## src/rtl/des_pkg.sv

```systemverilog
// DES constants, bit-numbering helpers and the table-driven permutations
// shared by the decryption core and its round function.
package des_pkg;

    typedef logic [1:0] state_t;
    localparam state_t ST_IDLE  = 2'd0;
    localparam state_t ST_ROUND = 2'd1;
    localparam state_t ST_DONE  = 2'd2;

    localparam int IP_T [64] = '{
        58, 50, 42, 34, 26, 18, 10, 2, 60, 52, 44, 36, 28, 20, 12, 4,
        62, 54, 46, 38, 30, 22, 14, 6, 64, 56, 48, 40, 32, 24, 16, 8,
        57, 49, 41, 33, 25, 17,  9, 1, 59, 51, 43, 35, 27, 19, 11, 3,
        61, 53, 45, 37, 29, 21, 13, 5, 63, 55, 47, 39, 31, 23, 15, 7};

    localparam int FP_T [64] = '{
        40, 8, 48, 16, 56, 24, 64, 32, 39, 7, 47, 15, 55, 23, 63, 31,
        38, 6, 46, 14, 54, 22, 62, 30, 37, 5, 45, 13, 53, 21, 61, 29,
        36, 4, 44, 12, 52, 20, 60, 28, 35, 3, 43, 11, 51, 19, 59, 27,
        34, 2, 42, 10, 50, 18, 58, 26, 33, 1, 41,  9, 49, 17, 57, 25};

    localparam int PC1_T [56] = '{
        57, 49, 41, 33, 25, 17,  9,  1, 58, 50, 42, 34, 26, 18,
        10,  2, 59, 51, 43, 35, 27, 19, 11,  3, 60, 52, 44, 36,
        63, 55, 47, 39, 31, 23, 15,  7, 62, 54, 46, 38, 30, 22,
        14,  6, 61, 53, 45, 37, 29, 21, 13,  5, 28, 20, 12,  4};

    localparam int PC2_T [48] = '{
        14, 17, 11, 24,  1,  5,  3, 28, 15,  6, 21, 10,
        23, 19, 12,  4, 26,  8, 16,  7, 27, 20, 13,  2,
        41, 52, 31, 37, 47, 55, 30, 40, 51, 45, 33, 48,
        44, 49, 39, 56, 34, 53, 46, 42, 50, 36, 29, 32};

    localparam int E_T [48] = '{
        32,  1,  2,  3,  4,  5,  4,  5,  6,  7,  8,  9,
         8,  9, 10, 11, 12, 13, 12, 13, 14, 15, 16, 17,
        16, 17, 18, 19, 20, 21, 20, 21, 22, 23, 24, 25,
        24, 25, 26, 27, 28, 29, 28, 29, 30, 31, 32,  1};

    localparam int P_T [32] = '{
        16,  7, 20, 21, 29, 12, 28, 17,  1, 15, 23, 26,  5, 18, 31, 10,
         2,  8, 24, 14, 32, 27,  3,  9, 19, 13, 30,  6, 22, 11,  4, 25};

    // Decryption walks the key schedule backwards: round 1 reuses C0||D0 (K16).
    localparam logic [1:0] RS [16] = '{
        2'd0, 2'd1, 2'd2, 2'd2, 2'd2, 2'd2, 2'd2, 2'd2,
        2'd1, 2'd2, 2'd2, 2'd2, 2'd2, 2'd2, 2'd2, 2'd1};

    // Entry index is {b6, b1, b5..b2} of the 6-bit S-box input (row-major).
    localparam logic [3:0] SBOX [8][64] = '{
        '{4'd14, 4'd4, 4'd13, 4'd1, 4'd2, 4'd15, 4'd11, 4'd8, 4'd3, 4'd10, 4'd6, 4'd12, 4'd5, 4'd9, 4'd0, 4'd7,
          4'd0, 4'd15, 4'd7, 4'd4, 4'd14, 4'd2, 4'd13, 4'd1, 4'd10, 4'd6, 4'd12, 4'd11, 4'd9, 4'd5, 4'd3, 4'd8,
          4'd4, 4'd1, 4'd14, 4'd8, 4'd13, 4'd6, 4'd2, 4'd11, 4'd15, 4'd12, 4'd9, 4'd7, 4'd3, 4'd10, 4'd5, 4'd0,
          4'd15, 4'd12, 4'd8, 4'd2, 4'd4, 4'd9, 4'd1, 4'd7, 4'd5, 4'd11, 4'd3, 4'd14, 4'd10, 4'd0, 4'd6, 4'd13},
        '{4'd15, 4'd1, 4'd8, 4'd14, 4'd6, 4'd11, 4'd3, 4'd4, 4'd9, 4'd7, 4'd2, 4'd13, 4'd12, 4'd0, 4'd5, 4'd10,
          4'd3, 4'd13, 4'd4, 4'd7, 4'd15, 4'd2, 4'd8, 4'd14, 4'd12, 4'd0, 4'd1, 4'd10, 4'd6, 4'd9, 4'd11, 4'd5,
          4'd0, 4'd14, 4'd7, 4'd11, 4'd10, 4'd4, 4'd13, 4'd1, 4'd5, 4'd8, 4'd12, 4'd6, 4'd9, 4'd3, 4'd2, 4'd15,
          4'd13, 4'd8, 4'd10, 4'd1, 4'd3, 4'd15, 4'd4, 4'd2, 4'd11, 4'd6, 4'd7, 4'd12, 4'd0, 4'd5, 4'd14, 4'd9},
        '{4'd10, 4'd0, 4'd9, 4'd14, 4'd6, 4'd3, 4'd15, 4'd5, 4'd1, 4'd13, 4'd12, 4'd7, 4'd11, 4'd4, 4'd2, 4'd8,
          4'd13, 4'd7, 4'd0, 4'd9, 4'd3, 4'd4, 4'd6, 4'd10, 4'd2, 4'd8, 4'd5, 4'd14, 4'd12, 4'd11, 4'd15, 4'd1,
          4'd13, 4'd6, 4'd4, 4'd9, 4'd8, 4'd15, 4'd3, 4'd0, 4'd11, 4'd1, 4'd2, 4'd12, 4'd5, 4'd10, 4'd14, 4'd7,
          4'd1, 4'd10, 4'd13, 4'd0, 4'd6, 4'd9, 4'd8, 4'd7, 4'd4, 4'd15, 4'd14, 4'd3, 4'd11, 4'd5, 4'd2, 4'd12},
        '{4'd7, 4'd13, 4'd14, 4'd3, 4'd0, 4'd6, 4'd9, 4'd10, 4'd1, 4'd2, 4'd8, 4'd5, 4'd11, 4'd12, 4'd4, 4'd15,
          4'd13, 4'd8, 4'd11, 4'd5, 4'd6, 4'd15, 4'd0, 4'd3, 4'd4, 4'd7, 4'd2, 4'd12, 4'd1, 4'd10, 4'd14, 4'd9,
          4'd10, 4'd6, 4'd9, 4'd0, 4'd12, 4'd11, 4'd7, 4'd13, 4'd15, 4'd1, 4'd3, 4'd14, 4'd5, 4'd2, 4'd8, 4'd4,
          4'd3, 4'd15, 4'd0, 4'd6, 4'd10, 4'd1, 4'd13, 4'd8, 4'd9, 4'd4, 4'd5, 4'd11, 4'd12, 4'd7, 4'd2, 4'd14},
        '{4'd2, 4'd12, 4'd4, 4'd1, 4'd7, 4'd10, 4'd11, 4'd6, 4'd8, 4'd5, 4'd3, 4'd15, 4'd13, 4'd0, 4'd14, 4'd9,
          4'd14, 4'd11, 4'd2, 4'd12, 4'd4, 4'd7, 4'd13, 4'd1, 4'd5, 4'd0, 4'd15, 4'd10, 4'd3, 4'd9, 4'd8, 4'd6,
          4'd4, 4'd2, 4'd1, 4'd11, 4'd10, 4'd13, 4'd7, 4'd8, 4'd15, 4'd9, 4'd12, 4'd5, 4'd6, 4'd3, 4'd0, 4'd14,
          4'd11, 4'd8, 4'd12, 4'd7, 4'd1, 4'd14, 4'd2, 4'd13, 4'd6, 4'd15, 4'd0, 4'd9, 4'd10, 4'd4, 4'd5, 4'd3},
        '{4'd12, 4'd1, 4'd10, 4'd15, 4'd9, 4'd2, 4'd6, 4'd8, 4'd0, 4'd13, 4'd3, 4'd4, 4'd14, 4'd7, 4'd5, 4'd11,
          4'd10, 4'd15, 4'd4, 4'd2, 4'd7, 4'd12, 4'd9, 4'd5, 4'd6, 4'd1, 4'd13, 4'd14, 4'd0, 4'd11, 4'd3, 4'd8,
          4'd9, 4'd14, 4'd15, 4'd5, 4'd2, 4'd8, 4'd12, 4'd3, 4'd7, 4'd0, 4'd4, 4'd10, 4'd1, 4'd13, 4'd11, 4'd6,
          4'd4, 4'd3, 4'd2, 4'd12, 4'd9, 4'd5, 4'd15, 4'd10, 4'd11, 4'd14, 4'd1, 4'd7, 4'd6, 4'd0, 4'd8, 4'd13},
        '{4'd4, 4'd11, 4'd2, 4'd14, 4'd15, 4'd0, 4'd8, 4'd13, 4'd3, 4'd12, 4'd9, 4'd7, 4'd5, 4'd10, 4'd6, 4'd1,
          4'd13, 4'd0, 4'd11, 4'd7, 4'd4, 4'd9, 4'd1, 4'd10, 4'd14, 4'd3, 4'd5, 4'd12, 4'd2, 4'd15, 4'd8, 4'd6,
          4'd1, 4'd4, 4'd11, 4'd13, 4'd12, 4'd3, 4'd7, 4'd14, 4'd10, 4'd15, 4'd6, 4'd8, 4'd0, 4'd5, 4'd9, 4'd2,
          4'd6, 4'd11, 4'd13, 4'd8, 4'd1, 4'd4, 4'd10, 4'd7, 4'd9, 4'd5, 4'd0, 4'd15, 4'd14, 4'd2, 4'd3, 4'd12},
        '{4'd13, 4'd2, 4'd8, 4'd4, 4'd6, 4'd15, 4'd11, 4'd1, 4'd10, 4'd9, 4'd3, 4'd14, 4'd5, 4'd0, 4'd12, 4'd7,
          4'd1, 4'd15, 4'd13, 4'd8, 4'd10, 4'd3, 4'd7, 4'd4, 4'd12, 4'd5, 4'd6, 4'd11, 4'd0, 4'd14, 4'd9, 4'd2,
          4'd7, 4'd11, 4'd4, 4'd1, 4'd9, 4'd12, 4'd14, 4'd2, 4'd0, 4'd6, 4'd10, 4'd13, 4'd15, 4'd3, 4'd5, 4'd8,
          4'd2, 4'd1, 4'd14, 4'd7, 4'd4, 4'd10, 4'd8, 4'd13, 4'd15, 4'd12, 4'd9, 4'd0, 4'd3, 4'd5, 4'd6, 4'd11}};

    // DES numbers bits from 1 at the MSB; map bit n of a width-bit word to its index.
    function automatic logic [5:0] dbit(input int width, input int n);
        return 6'(width - n);
    endfunction

    function automatic logic [4:0] dbit32(input int n);
        return 5'(32 - n);
    endfunction

    function automatic logic [63:0] ip_perm(input logic [63:0] x);
        logic [63:0] y;
        y = '0;
        for (int i = 0; i < 64; i++) y[dbit(64, i + 1)] = x[dbit(64, IP_T[6'(i)])];
        return y;
    endfunction

    function automatic logic [63:0] fp_perm(input logic [63:0] x);
        logic [63:0] y;
        y = '0;
        for (int i = 0; i < 64; i++) y[dbit(64, i + 1)] = x[dbit(64, FP_T[6'(i)])];
        return y;
    endfunction

    function automatic logic [55:0] pc1_perm(input logic [63:0] x);
        logic [55:0] y;
        y = '0;
        for (int i = 0; i < 56; i++) y[dbit(56, i + 1)] = x[dbit(64, PC1_T[6'(i)])];
        return y;
    endfunction

    function automatic logic [47:0] pc2_perm(input logic [55:0] x);
        logic [47:0] y;
        y = '0;
        for (int i = 0; i < 48; i++) y[dbit(48, i + 1)] = x[dbit(56, PC2_T[6'(i)])];
        return y;
    endfunction

    function automatic logic [47:0] e_exp(input logic [31:0] x);
        logic [47:0] y;
        y = '0;
        for (int i = 0; i < 48; i++) y[dbit(48, i + 1)] = x[dbit32(E_T[6'(i)])];
        return y;
    endfunction

    function automatic logic [31:0] p_perm(input logic [31:0] x);
        logic [31:0] y;
        y = '0;
        for (int i = 0; i < 32; i++) y[dbit32(i + 1)] = x[dbit32(P_T[5'(i)])];
        return y;
    endfunction

    function automatic logic [31:0] s_sub(input logic [47:0] x);
        logic [31:0] y;
        logic [5:0]  b;
        y = '0;
        for (int j = 0; j < 8; j++) begin
            b = x[6'(47 - 6 * j) -: 6];
            y[5'(31 - 4 * j) -: 4] = SBOX[3'(j)][{b[5], b[0], b[4:1]}];
        end
        return y;
    endfunction

    function automatic logic [27:0] rotr28(input logic [27:0] x, input logic [1:0] n);
        case (n)
            2'd1:    return {x[0], x[27:1]};
            2'd2:    return {x[1:0], x[27:2]};
            default: return x;
        endcase
    endfunction

endpackage

```

## src/rtl/des_decrypt_core_round_f.sv

```systemverilog
// DES Feistel function f(R, K) = P(S(E(R) xor K)); purely combinational.
module des_round_f
    import des_pkg::*;
(
    input  logic [31:0] r,
    input  logic [47:0] k,
    output logic [31:0] f
);

    logic [47:0] mixed;

    assign mixed = e_exp(r) ^ k;
    assign f     = p_perm(s_sub(mixed));

endmodule

```

## src/rtl/des_decrypt_core.sv

```systemverilog
// Iterative DES decryption engine, UNROLL Feistel rounds per clock, with
// valid/ready handshakes on the ciphertext and plaintext sides.
//
// state | meaning
// IDLE  | in_ready high, waiting for ciphertext and key
// ROUND | running Feistel rounds, UNROLL per cycle
// DONE  | plaintext held on out_data until out_ready
module des_decrypt_core
    import des_pkg::*;
#(
    parameter int UNROLL = 1
) (
    input  logic        clk,
    input  logic        rst,
    input  logic        in_valid,
    output logic        in_ready,
    input  logic [63:0] in_data,
    input  logic [63:0] in_key,
    output logic        out_valid,
    input  logic        out_ready,
    output logic [63:0] out_data,
    output logic        busy
);

    if (!(UNROLL == 1 || UNROLL == 2 || UNROLL == 4)) begin : g_bad_unroll
        $error("des_decrypt_core: UNROLL must be 1, 2 or 4");
    end

    state_t      state_q;
    logic [4:0]  cnt_q;
    logic [4:0]  cnt_nxt;
    logic [31:0] l_q, r_q;
    logic [27:0] c_q, d_q;

    logic [UNROLL:0][27:0] c_st, d_st;
    logic [UNROLL:0][31:0] l_st, r_st;

    assign c_st[0] = c_q;
    assign d_st[0] = d_q;
    assign l_st[0] = l_q;
    assign r_st[0] = r_q;

    // Stage g computes round cnt_q+g+1; the RS index wraps harmlessly outside ROUND.
    for (genvar g = 0; g < UNROLL; g++) begin : g_round
        logic [1:0]  shift;
        logic [47:0] subkey;
        logic [31:0] f_out;

        assign shift       = RS[4'(cnt_q + 5'(g))];
        assign c_st[g + 1] = rotr28(c_st[g], shift);
        assign d_st[g + 1] = rotr28(d_st[g], shift);
        assign subkey      = pc2_perm({c_st[g + 1], d_st[g + 1]});

        des_round_f u_round_f (
            .r (r_st[g]),
            .k (subkey),
            .f (f_out)
        );

        assign l_st[g + 1] = r_st[g];
        assign r_st[g + 1] = l_st[g] ^ f_out;
    end

    assign cnt_nxt   = cnt_q + 5'(UNROLL);
    assign in_ready  = (state_q == ST_IDLE);
    assign out_valid = (state_q == ST_DONE);
    assign busy      = (state_q == ST_ROUND) || (state_q == ST_DONE);

    always_ff @(posedge clk or posedge rst) begin
        if (rst) begin
            state_q  <= ST_IDLE;
            cnt_q    <= '0;
            l_q      <= '0;
            r_q      <= '0;
            c_q      <= '0;
            d_q      <= '0;
            out_data <= '0;
        end else begin
            case (state_q)
                ST_IDLE: begin
                    if (in_valid) begin
                        {l_q, r_q} <= ip_perm(in_data);
                        {c_q, d_q} <= pc1_perm(in_key);
                        cnt_q      <= '0;
                        state_q    <= ST_ROUND;
                    end
                end
                ST_ROUND: begin
                    l_q   <= l_st[UNROLL];
                    r_q   <= r_st[UNROLL];
                    c_q   <= c_st[UNROLL];
                    d_q   <= d_st[UNROLL];
                    cnt_q <= cnt_nxt;
                    if (cnt_nxt == 5'd16) begin
                        out_data <= fp_perm({r_st[UNROLL], l_st[UNROLL]});
                        state_q  <= ST_DONE;
                    end
                end
                ST_DONE: begin
                    if (out_ready) state_q <= ST_IDLE;
                end
                default: state_q <= ST_IDLE;
            endcase
        end
    end

endmodule

```

## config.mk

```make
export PLATFORM = sky130hd
export DESIGN_NAME = des_decrypt_core
export DESIGN_NICKNAME = d
export VERILOG_FILES = /design/src/rtl/des_pkg.sv /design/src/rtl/des_decrypt_core_round_f.sv /design/src/rtl/des_decrypt_core.sv
export SDC_FILE = /design/constraint.sdc
export NUM_CORES = 1
export LEC_CHECK = 0
export CAP_MARGIN = 20
export CELL_PAD_IN_SITES_DETAIL_PLACEMENT = 1
export CELL_PAD_IN_SITES_GLOBAL_PLACEMENT = 1
export CORE_MARGIN = 1
export CORE_UTILIZATION = 17
export CTS_CLUSTER_SIZE = 16
export DETAILED_ROUTE_END_ITERATION = 10
export PLACE_DENSITY = 0.94
export SLEW_MARGIN = 30
export SYNTH_ARGS = -nofsm -noshare
export SYNTH_HDL_FRONTEND = slang
export SYNTH_SLANG_ARGS = --single-unit
```

## constraint.sdc

```tcl
create_clock -name clk -period 2.92 [get_ports clk]
set_input_delay 0.584 -clock clk [delete_from_list [all_inputs] [get_ports clk]]
set_output_delay 0.584 -clock clk [all_outputs]
set_load 0.02 [all_outputs]
```

; Word level (Yosys, flattened, before mapping)
; Memory sizes are Yosys's and may differ from the RTL's.
; Index checks and enable logic that the tools add are counted.
[classes]
n_addsub = 1
order_cmp = 5
n_eq_ne = 9
n_mux = 22
n_bitwise = 7
reduce_logical = 7
[ops]
columns = cell, n
row1 = case mux 28 bit (2 select lines), 2
row2 = 2-to-1 mux 32 bit, 2
row3 = case mux 32 bit (2 select lines), 1
row4 = bitwise XOR 32 x 30 -> 32 bit, 1
row5 = "greater-or-equal comparator 7 bit, second input constant", 4
row6 = 2-to-1 mux 28 bit, 1
row7 = NOT 6 -> 7 bit, 4
row8 = 2-to-1 mux 4 bit, 6
row9 = bitwise XOR 24 bit, 1
row10 = 2-to-1 mux 2 bit, 5
row11 = case mux 5 bit (2 select lines), 1
row12 = 2-to-1 mux 3 bit, 2
row13 = case mux 2 bit (3 select lines), 1
row14 = AND reduction 3 bit, 2
row15 = "adder 5 x 1 -> 5 bit, second input constant", 1
row16 = "== test 5 bit, second input constant", 1
row17 = "greater-or-equal comparator 5 bit, second input constant", 1
row18 = 2-to-1 mux 5 bit, 1
row19 = NOT 4 -> 5 bit, 1
row20 = "== test 2 x 1 -> 1 bit, second input constant", 2
row21 = "== test 2 bit, second input constant", 2
row22 = "inequality test 2 x 1 -> 1 bit, second input constant", 2
row23 = AND reduction 2 bit, 2
row24 = "inequality test 3 x 1 -> 1 bit, second input constant", 1
row25 = other kinds (4), 4
[word_totals]
reg_bits = 131
romBits = 1056
output_inout_bits = 67
memories = 5
[memory_table]
columns = name, words, word_bits, rd, rd_ports_with_merged_regs, write_ports, line_no
row1 = (no name shown), 64, 4, 1, 0, 0, des_pkg.sv:141  ; y[5'(31 - 4 * j) -: 4] = SBOX[3'(j)][{b[5], b[0], b[4:1]}];
row2 = (no name shown), 64, 4, 1, 0, 0, des_pkg.sv:141
row3 = (no name shown), 64, 4, 1, 0, 0, des_pkg.sv:141
row4 = (no name shown), 64, 4, 1, 0, 0, des_pkg.sv:141
row5 = (no name shown), 16, 2, 1, 0, 0, des_decrypt_core.sv:49  ; assign shift = RS[4'(cnt_q + 5'(g))];

; Depth between registers and ports, before layout
; Gate-level depths: netlist of the first run.
[depth]
word_depth = 13
ltp_mapped = 7
ltp_nobuf = 6

; Cells and area by module
; Synthesis of the first run repeated with hierarchy kept, for this count alone.
[hier_totals]
cells_unflattened = 827
area_unflattened_um2 = 8356.8
[modules_own_cells]
columns = module, n_inst, cells_per_inst, area_per_inst_um2
row1 = des_decrypt_core, 1, 794, 8112.8
row2 = des_round_f, 1, 33, 244.0

; Worst setup path before layout of the first run
; No wires, ideal clock.
[synth_timing]
path_kind = register to register
startpoint = register state_q[0]
endpoint = register r_q[16]
t_arrival_ps = 1573
setup_slack_ps = 1223
stages_incl_launch_ff = 6
path_buffers = 0
synth_period_minus_slack_ps = 1697
cell_sequence = dfrtp_1 inv_1 ha_1 nand2b_1 o21ai_0 mux2_2
[synth_via]
elab_chain_cells = 3
[synth_lines]
columns = element, line_no
row1 = "start, declared", des_decrypt_core.sv:29  ; state_t state_q;
row2 = "start signal, assigned", des_decrypt_core.sv:71  ; state_q <= ST_IDLE;
row3 = "start signal, assigned", des_decrypt_core.sv:85  ; state_q <= ST_ROUND;
row4 = "start signal, assigned", des_decrypt_core.sv:96  ; state_q <= ST_DONE;
row5 = zero test 2 bit (*), -
row6 = net in_ready, des_decrypt_core.sv:16  ; output logic in_ready,
row7 = inequality test 2 bit (no line) / nonzero test 2 bit (equally long branches), -
row8 = AND reduction 2 bit (no line) (*), -
row9 = "end signal, assigned", des_decrypt_core.sv:82  ; {l_q, r_q} <= ip_perm(in_data);
row10 = "end signal, assigned", des_decrypt_core.sv:90  ; r_q <= r_st[UNROLL];
row11 = "end, declared", des_decrypt_core.sv:32  ; logic [31:0] l_q, r_q;
; Mark *: on every way through the listed nets, which the timed path passes. The rest lies on a longest branch.
; A chain may end at the register's enable or synchronous reset.

; Final worst setup path of the first run
[layout_timing]
startpoint = register state_q[1]
endpoint = output busy
[layout_via]
elab_chain_cells = 2
[layout_lines]
columns = element, line_no
row1 = == test 2 x 1 -> 1 bit / == test 2 bit (equally long branches), des_decrypt_core.sv:67  ; assign busy = (state_q == ST_ROUND) || (state_q == ST_DONE);
row2 = logical OR 1 bit (*), des_decrypt_core.sv:67
row3 = "end, declared", des_decrypt_core.sv:22  ; output logic busy
; Every way passes the cells marked *; elsewhere a longest branch is shown, timed or not.

==> results of run 1 <==
[metal layers]
metal / vias to the layer above / wire, um
li1: 464 / -
met2: 58 / 1530
met5: - / 0
met3: 5 / 214
met4: 0 / 49
met1: 478 / 1270
[path summary, 6_finish.rpt]
path                                endpoint  slack (ns)  cells past startpoint
worst max-delay path                    busy        0.73                      3
worst min-delay path            out_data[60]        0.52                      1
worst max register to register       r_q[16]        1.00                      6
worst min register to register  out_data[60]        0.52                      1
max in group asynchronous       out_data[46]        1.72                      2
min in group asynchronous       out_data[47]        0.74                      2
[logic make-up (layout without fill, tap and decap cells)]
family	after synthesis	count (layout)
compound gates	23	23
xor+xnor	1	1
flops	19	19
mux	13	13
buf+inv	69	29
simple gates	32	32
fa+ha+maj	4	4
other cells	1	58
[where the power goes]
group | switching, W | total [W] | internal, W | leakage (nW)
Combinational | 0.000505 | 0.000862 | 0.000357 | 0.502
Sequential | 0.000104 | 0.000474 | 0.000370 | 0.244
Clock | 0.0000927 | 0.000188 | 0.0000952 | 0.0255
[sequential cells by signal (all words and copies together), names as in the netlist]
| name | cells |
|---|---|
| r_q | 3 |
| l_q | 3 |
| state_q | 2 |
| out_data | 6 |
| cnt_q | 5 |
[worst reg2reg max path, stage by stage, from the launching register on]
cell and delay, ns:
dfrtp_1 0.41, inv_1 0.09, ha_1 0.17, buf_4 0.22, nand2b_1 0.21, o21ai_0 0.30, mux2_2 0.40
[layout make-up]
class / count / share of cell area
Timing Repair Buffer: 18 / 0.108
Sequential cell: 19 / 0.298
Inverter: 7 / 0.0165
Tap cell: 105 / 0.0823
Multi-Input combinational cell: 131 / 0.466
Clock inverter: 1 / 0.00313
Clock buffer: 3 / 0.0259
[placed cells by master (no fill, tap or decap), drive strengths merged]
master / count
and4b: 1
nand2b: 2
xnor2: 1
dfrtp: 19
nor3: 2
buf: 3
nor2: 3
mux2i: 1
and2: 1
nand2: 12
nor2b: 1
o21ai: 6
a211oi: 1
and4: 1
a21oi: 5
mux2: 12
nand4: 2
and3: 2
o221ai: 2
clkdlybuf4s50: 15
clkinv: 1
nor3b: 1
conb: 58
o311ai: 1
o211ai: 1
nand3: 4
inv: 7
clkbuf: 3
o22a: 1
o22ai: 4
ha: 4
a31oi: 1
o2111ai: 1
[stage by stage]
stage	std cells	util	total power (W)
floorplan	219	-	0.00113
global placement	280	0.186	0.00128
detailed placement	280	0.186	0.00135
CTS	284	0.191	0.00154
global route	284	0.191	0.00165
finish	284	0.191	0.00152
==> run summary, run 1 <==
Footprint of the multi-input gates: 744 um^2
CP Class: flop to output pin
Drt via density: 3.54
Hold buffer count at cts: 0
CP top delay family: buffers and inverters
Post-synthesis mux area share: 0.0978
Crit-path max FO: 3
CORE AREA: 8340 um^2
Cell variety after synth: 34
Top post-synthesis cells by count: buf_4, dfrtp_1, mux2_2, nand2_1, inv_1
CTS resizes: 0
Setup WS pre-CTS: 0.806 ns
Status: complete, no violations
Worst-Margin Slew: 0.727 ns
VDD IR-drop max: 0.185 mV
Post-synthesis cell count: 162
Largest family of logic cells by synthesized area: buffers and inverters
P_leak: 0.771 nW
Initial DRT Pass Iterations: 3
Clock Skew: 0.00243 ns
Worst R2R Start: state_q[1]
CTS tree: yes
Synth-to-Final Area Change: 7.59%
GRT Residual Overflow: 0
Post-CTS Setup Bufs: 0
Antenna cells: 0
Top_reg_cell synth: dfrtp_1
Initial drt markers: 28
Fraction of registers with async set/reset: 1.00
DR WL/cell: 10.8 um
RSZ-0062 raised after global routing: false
Critical path's largest stage delay: 0.60 ns
Met1 Track Usage GR: 0.0765
Post-Synth Simple-Gate Area: 0.117
Synth Area in Compound Gates: 0.100
Critical Path Start: state_q[1]
Count of final setup violators: 0
Finished Cell Area: 1600 um^2
Req. time, crit path: 2.34 ns
Max-Cap Viols: 0
Setup TNS: 0 ns
Bufs and invs on worst path: 2
Fraction of the mapped netlist area in adder cells: 0.0337
Arr. time, crit path: 1.61 ns
Final Wtd Congestion: 0.738
DRC Markers: 0
Setup WS post-layout: 0.726 ns
CTS Buf Count: 3
CTS root buf: clkbuf_8
CTS Buffer Depth: 2
CP Capture Type: output pin
Fin crit share: 0.751
Rel. slew slack: 0.515
Most frequent cell after synthesis: buf_4
Post-DP HPWL: 2370 um
Grt met3 use: 0.0136
First-pass GRT wire length: 4830 um
Fill count: 1014
Clock Sinks: 19
Sequential cell area: 475 um^2
Post-Syn Area: 1480 um^2
Clock transition at path regs: 0.07 ns
Initial antenna violation count: 0
M2 GR Usage: 0.129
Clock period minus worst slack: 2.19 ns
Top post-synthesis cells by area: dfrtp_1, buf_4, mux2_2
Max Slew Vio Count: 0
Worst hold path type: flop to flop
Fmax: 456 MHz
DRT Wirelength: 3060 um
Yosys warnings: 0
Number of synthesized flops with an enable pin: 0
Row Count: 33
Port bufs: 15
Layout cells sized above 1: 0.117
Hold path start: out_data[60]
Sequential area share after synthesis: 0.320
DP Area: 1550 um^2
CP Launch Type: flop
Largest net degree at the start of global routing: 20
Initial Util: 0.178
Post-route ant nets: 0
Most Crowded Layer GR: met2
Syn Area/Cell: 9.16 um^2
GRT Overall Usage: 0.0695
Vias: 1005
I/O pin count: 199
Synth Area in XOR/XNOR: 0.00590
Fin. Hold Viols: 0
Die Ht: 95.4 um
Die ar.: 9110 um^2
PwrDens: 955 nW/um^2
Critical-path cell list: inv_1 > ha_1 > clkdlybuf4s50_1
Worst-Skew Late Latency: 0.26 ns
Area leader, netlist: dfrtp_1
Worst path slowest cell: clkdlybuf4s50_1
Flops & latches, synth: 19
Hold WS: 0.519 ns
Layout Nets: 316
CTS HTree Levels: 1
Top-area cell type share of the netlist area: 0.320
Vias in the first global route: 1000
Die X: 95.4 um
No activity file was read; power rests on OpenSTA's default activity.
==> run 2: changes to the inputs <==
- CORE_UTILIZATION: 17 -> 15
- PLACE_DENSITY: 0.94 -> 0.85
- clock period: 2.92 -> 2.1 ns (I/O delays scaled with it)
==> run 2 against run 1 <==
Against the previous run: sequential power grew 39%; global-route usage shrank 0.70 points; die area grew 13%; hold slack lost 0.048 ns; final cell count grew 9.2%; clock power grew 41%; non-clock buffer count grew 2; worst setup slack lost 0.62 ns; utilization shrank 1.7 points; sequential share of layout area shrank 0.91 points; sequential cell count is the same; clock skew grew 0.0092 ns; largest cell class unchanged; largest power group unchanged.
==> run summary, run 2 (same netlist as run 1, synthesis figures left out) <==
Status: complete, no violations
Layout cells sized above 1: 0.127
Rel. slew slack: 0.476
Critical path's largest stage delay: 0.62 ns
Fin. Hold Viols: 0
First-pass GRT wire length: 4950 um
Commonest non-fill, non-tap cell in the layout: conb_1
Row Count: 35
I/O pin count: 199
Count of final setup violators: 0
Critical-path cell list: inv_1 > ha_1 > clkdlybuf4s50_1
CTS Buf Count: 3
Most frequent cells in the layout: conb_1, dfrtp_1, clkdlybuf4s50_1
Crit-path max FO: 4
Worst hold path type: input port to asynchronous set/reset pin
Port bufs: 15
Max Slew Vio Count: 0
Clock Skew: 0.0117 ns
Initial Util: 0.158
Biggest register: out_data
Largest register FFs: 6
Finished Cell Area: 1650 um^2
GRT Overall Usage: 0.0625
Post-placement cell count: 306
Fill count: 1144
CTS HTree Levels: 1
Worst-Margin Slew: 0.778 ns
RSZ-0062 raised after global routing: false
Hold buffer count at cts: 0
Arr. time, crit path: 1.58 ns
Final Wtd Congestion: 0.763
Initial DRT Pass Iterations: 4
Die X: 101 um
VDD IR-drop max: 0.383 mV
DRC Markers: 0
Post-Layout Cell Count: 310
Bufs and invs on worst path: 2
Die ar.: 10300 um^2
Largest net degree at the start of global routing: 20
Max-Cap Viols: 0
CP top delay family: buffers and inverters
Die Ht: 101 um
Largest registers: out_data (6), cnt_q (5)
Post-DP HPWL: 2410 um
CP Capture Type: output pin
Synth-to-Final Area Change: 11.0%
Initial drt markers: 42
Antenna cells: 0
Worst-Skew Late Latency: 0.27 ns
Fin crit share: 0.952
Initial antenna violation count: 0
CORE AREA: 9420 um^2
Req. time, crit path: 1.68 ns
DP Area: 1600 um^2
PwrDens: 1280 nW/um^2
Clock transition at path regs: 0.08 ns
Post-route ant nets: 0
Setup TNS: 0 ns
CTS Buffer Depth: 2
DRT Wirelength: 3030 um
Layout Nets: 318
DR WL/cell: 9.79 um
CP Launch Type: flop
Fmax: 500 MHz
CTS root buf: clkbuf_8
Worst path slowest cell: clkdlybuf4s50_1
Drt via density: 3.28
Post-CTS Setup Bufs: 0
P_leak: 0.799 nW
Clock Sinks: 19
Pwr Total: 0.00210 W
Vias in the first global route: 957
Vias: 1016
CTS tree: yes
Clock period minus worst slack: 2.00 ns
CP Class: flop to output pin
Hold WS: 0.471 ns
GRT Residual Overflow: 0
[run 2: worst reg2reg max path: cells and delay by family (launching register included)]
family | cells | cell delay [ns]
buffers and inverters | 1 | 0.08
DFF | 1 | 0.40
AOI/OAI and AO/OA | 1 | 0.64
adders and majority gates | 1 | 0.24
muxes | 1 | 0.41
[run 2: per-layer routing]
layer,share of wire,global-route usage,vias to the layer above
met5,0,0,-
li1,-,-,472
met3,0.063,0.00966,5
met1,0.43,0.0806,485
met2,0.49,0.104,54
met4,0.015,0.0268,0
[run 2: timing repair]
action / in CTS / in global routing
gates resized for setup: 0 / 2
hold endpoints to repair: 0 / 0
endpoints found under the setup margin: 0 / 2
[run 2: metrics by stage]
stage,util,worst slack [ns]
floorplan,-,0.403
global placement,0.169,0.289
detailed placement,0.169,0.223
CTS,0.174,0.00345
global route,0.175,0.0279
finish,0.175,0.102
[run 2: cell type report]
class                           count  area (um^2)  share of cell area
Timing Repair Buffer               20          193               0.117
Clock inverter                      1         5.00             0.00304
Clock buffer                        3         41.3              0.0251
Multi-Input combinational cell    131          744               0.452
Inverter                            7         26.3              0.0160
Sequential cell                    19          475               0.289
Tap cell                          129          161              0.0980
[run 2: power breakdown]
| group | switching [W] | total, W | internal (W) |
|---|---|---|---|
| sequential | 0.000144 | 0.000658 | 0.000514 |
| combinational | 0.000681 | 0.00118 | 0.000500 |
| clock | 0.000133 | 0.000266 | 0.000132 |
[run 2: path summary, 6_finish.rpt]
| path | startpoint | slack (ns) | depth (start not counted) | end |
|---|---|---|---|---|
| setup reg to reg | state_q[0] | 0.22 | 4 | r_q[26] |
| min in group clk | out_data[36] | 0.51 | 1 | out_data[36] |
| max in group asynchronous | rst | 1.41 | 3 | state_q[1] |
| hold reg to reg | out_data[36] | 0.51 | 1 | out_data[36] |
| setup / recovery | state_q[0] | 0.10 | 3 | out_valid |
| hold / removal | rst | 0.47 | 3 | r_q[16] |
==> run 3: changes to the inputs <==
--- a/config.mk
+++ b/config.mk
@@ -9,8 +9,10 @@
 export CELL_PAD_IN_SITES_DETAIL_PLACEMENT = 1
 export CELL_PAD_IN_SITES_GLOBAL_PLACEMENT = 1
+export CORE_ASPECT_RATIO = 0.7
 export CORE_MARGIN = 1
 export CORE_UTILIZATION = 15
 export CTS_CLUSTER_SIZE = 16
 export DETAILED_ROUTE_END_ITERATION = 10
+export HOLD_SLACK_MARGIN = 0.15
 export PLACE_DENSITY = 0.85
 export SLEW_MARGIN = 30
==> constraint.sdc (replaced) <==
create_clock -name clk -period 2.1 [get_ports clk]
set_input_delay 0.42 -clock clk [delete_from_list [all_inputs] [get_ports clk]]
set_output_delay 0.42 -clock clk [all_outputs]
set_load 0.05 [all_outputs]
==> run 3 against run 2 <==
Against the previous run: sequential power grew 1%; via count up 2.1%; worst setup slack improved by 0.16 ns.
==> run summary, run 3 (same netlist as run 1, synthesis figures left out) <==
Antenna cells: 0
Port bufs: 15
Most frequent cells in the layout: conb_1, dfrtp_1, mux2_2, nand2_1, clkdlybuf4s50_1
Initial DRT Pass Iterations: 2
Critical path's largest stage delay: 0.81 ns
CTS Buffer Depth: 2
Synth-to-Final Area Change: 14.5%
Initial antenna violation count: 0
Pint: 0.00134 W
GRT Residual Overflow: 0
Sw Share: 0.491
Initial Util: 0.159
Crit-path max FO: 2
CORE AREA: 9330 um^2
Clock Skew: 0.00460 ns
CP Class: flop to output pin
Commonest non-fill, non-tap cell in the layout: conb_1
Clock period minus worst slack: 1.83 ns
Net Sw Power: 0.00129 W
Clock Sinks: 19
Max-Cap Viols: 0
Largest register FFs: 6
Count of final setup violators: 0
Vias in the first global route: 1074
Worst hold path type: flop to flop
Worst reg-to-reg setup slack: 0.34 ns
Logic pwr share: 0.593
CP Launch Type: flop
Req. time, crit path: 1.68 ns
Post-CTS Setup Bufs: 0
Max Slew Vio Count: 0
I/O pin count: 199
Worst path slowest cell: clkdlybuf4s50_1
Largest registers: out_data (6), cnt_q (5)
Fin. Hold Viols: 0
Reg power frac: 0.253
Setup TNS: 0 ns
First-pass GRT wire length: 5310 um
Pwr Total: 0.00263 W
Vias: 1037
Fmax: 545 MHz
DRT Wirelength: 3270 um
RSZ-0062 raised after global routing: false
CP Capture Type: output pin
CTS tree: yes
CTS Buf Count: 3
Row Count: 29
Hold buffer count at cts: 0
Clock power share: 0.154
DRC Markers: 0
CTS root buf: clkbuf_16
DR WL/cell: 10.6 um
Initial drt markers: 30
Largest net degree at the start of global routing: 20
Die ar.: 10300 um^2
Post-DP HPWL: 2550 um
Rel. slew slack: 0.658
Worst-Margin Slew: 0.511 ns
Die Ht: 85.2 um
PwrDens: 1550 nW/um^2
Layout cells sized above 1: 0.158
Final Wtd Congestion: 0.773
Drt via density: 3.37
Post-route ant nets: 0
Worst-Skew Late Latency: 0.25 ns
CP top delay family: buffers and inverters
Arr. time, crit path: 1.41 ns
CTS resizes: 0
Biggest register: out_data
CTS HTree Levels: 1
Bufs and invs on worst path: 1
Die X: 121 um
Layout Nets: 321
Fin crit share: 0.874
Status: complete, no violations
GRT Overall Usage: 0.0644
VDD IR-drop max: 0.491 mV
Critical-path cell list: clkdlybuf4s50_1
Hold WS: 0.520 ns
Clock transition at path regs: 0.06 ns
P_leak: 0.814 nW
==> run 3: changes by cell type in the layout (fill, tap and decap cells not counted), moves of 2 or more <==
cell            before  now
dlymetal6s2s_1       2    0
clkbuf_16            0    3
buf_4                5   10
clkbuf_8             3    0
==> run 3: worst paths after layout <==
path | startpoint | end | cells after the start
worst min-delay path | out_data[60] | out_data[60] | 1
worst max register to register | cnt_q[0] | out_data[61] | 4
worst max-delay path | out_data[36] | out_data[36] | 1
max in group asynchronous | rst | out_data[37] | 3
min in group asynchronous | rst | state_q[0] | 3
worst min register to register | out_data[60] | out_data[60] | 1
==> run 3: metal layers <==
metal / up-vias / GRT usage / wire [um]
met3: 3 / 0.0161 / 180
met1: 516 / 0.0764 / 1310
li1: 478 / - / -
met5: - / 0 / 0
met4: 0 / 0.00673 / 17
met2: 40 / 0.120 / 1760
==> run 3: through the flow <==
step                      utilization  area, um^2  setup slack [ns]  instances
after floorplan                     -        1700             0.138        219
after global placement          0.173        1620             0.388        304
after detailed placement        0.173        1620             0.333        304
after CTS                       0.182        1700             0.249        308
after global routing            0.182        1700             0.189        308
final                           0.182        1700             0.265        308
==> run 3: worst register-to-register path, stage by stage, from the launching register on <==
cell and delay (ns):
dfrtp_1 0.46, ha_1 0.32, nand2_1 0.14, nor3_4 0.33, mux2_2 0.39
==> run 3: power by group through the flow <==
stage                     Combinational (W)  Clock, W  Sequential (W)
final                               0.00156  0.000405        0.000666
after global routing                0.00169  0.000438        0.000692
after CTS                           0.00157  0.000422        0.000664
after detailed placement            0.00156         0        0.000671
after global placement              0.00149         0        0.000652
after floorplan                     0.00111         0        0.000743
==> run 3: area by class of cell <==
| type | instances | area, um^2 |
|---|---|---|
| well taps | 124 | 155 |
| inverters | 7 | 26.3 |
| clock buffers | 3 | 75.1 |
| flip-flops and latches | 19 | 475 |
| clock inverters | 1 | 7.51 |
| fillers | 1113 | 7630 |
| repair buffers | 23 | 215 |
| multi-input cells | 131 | 744 |
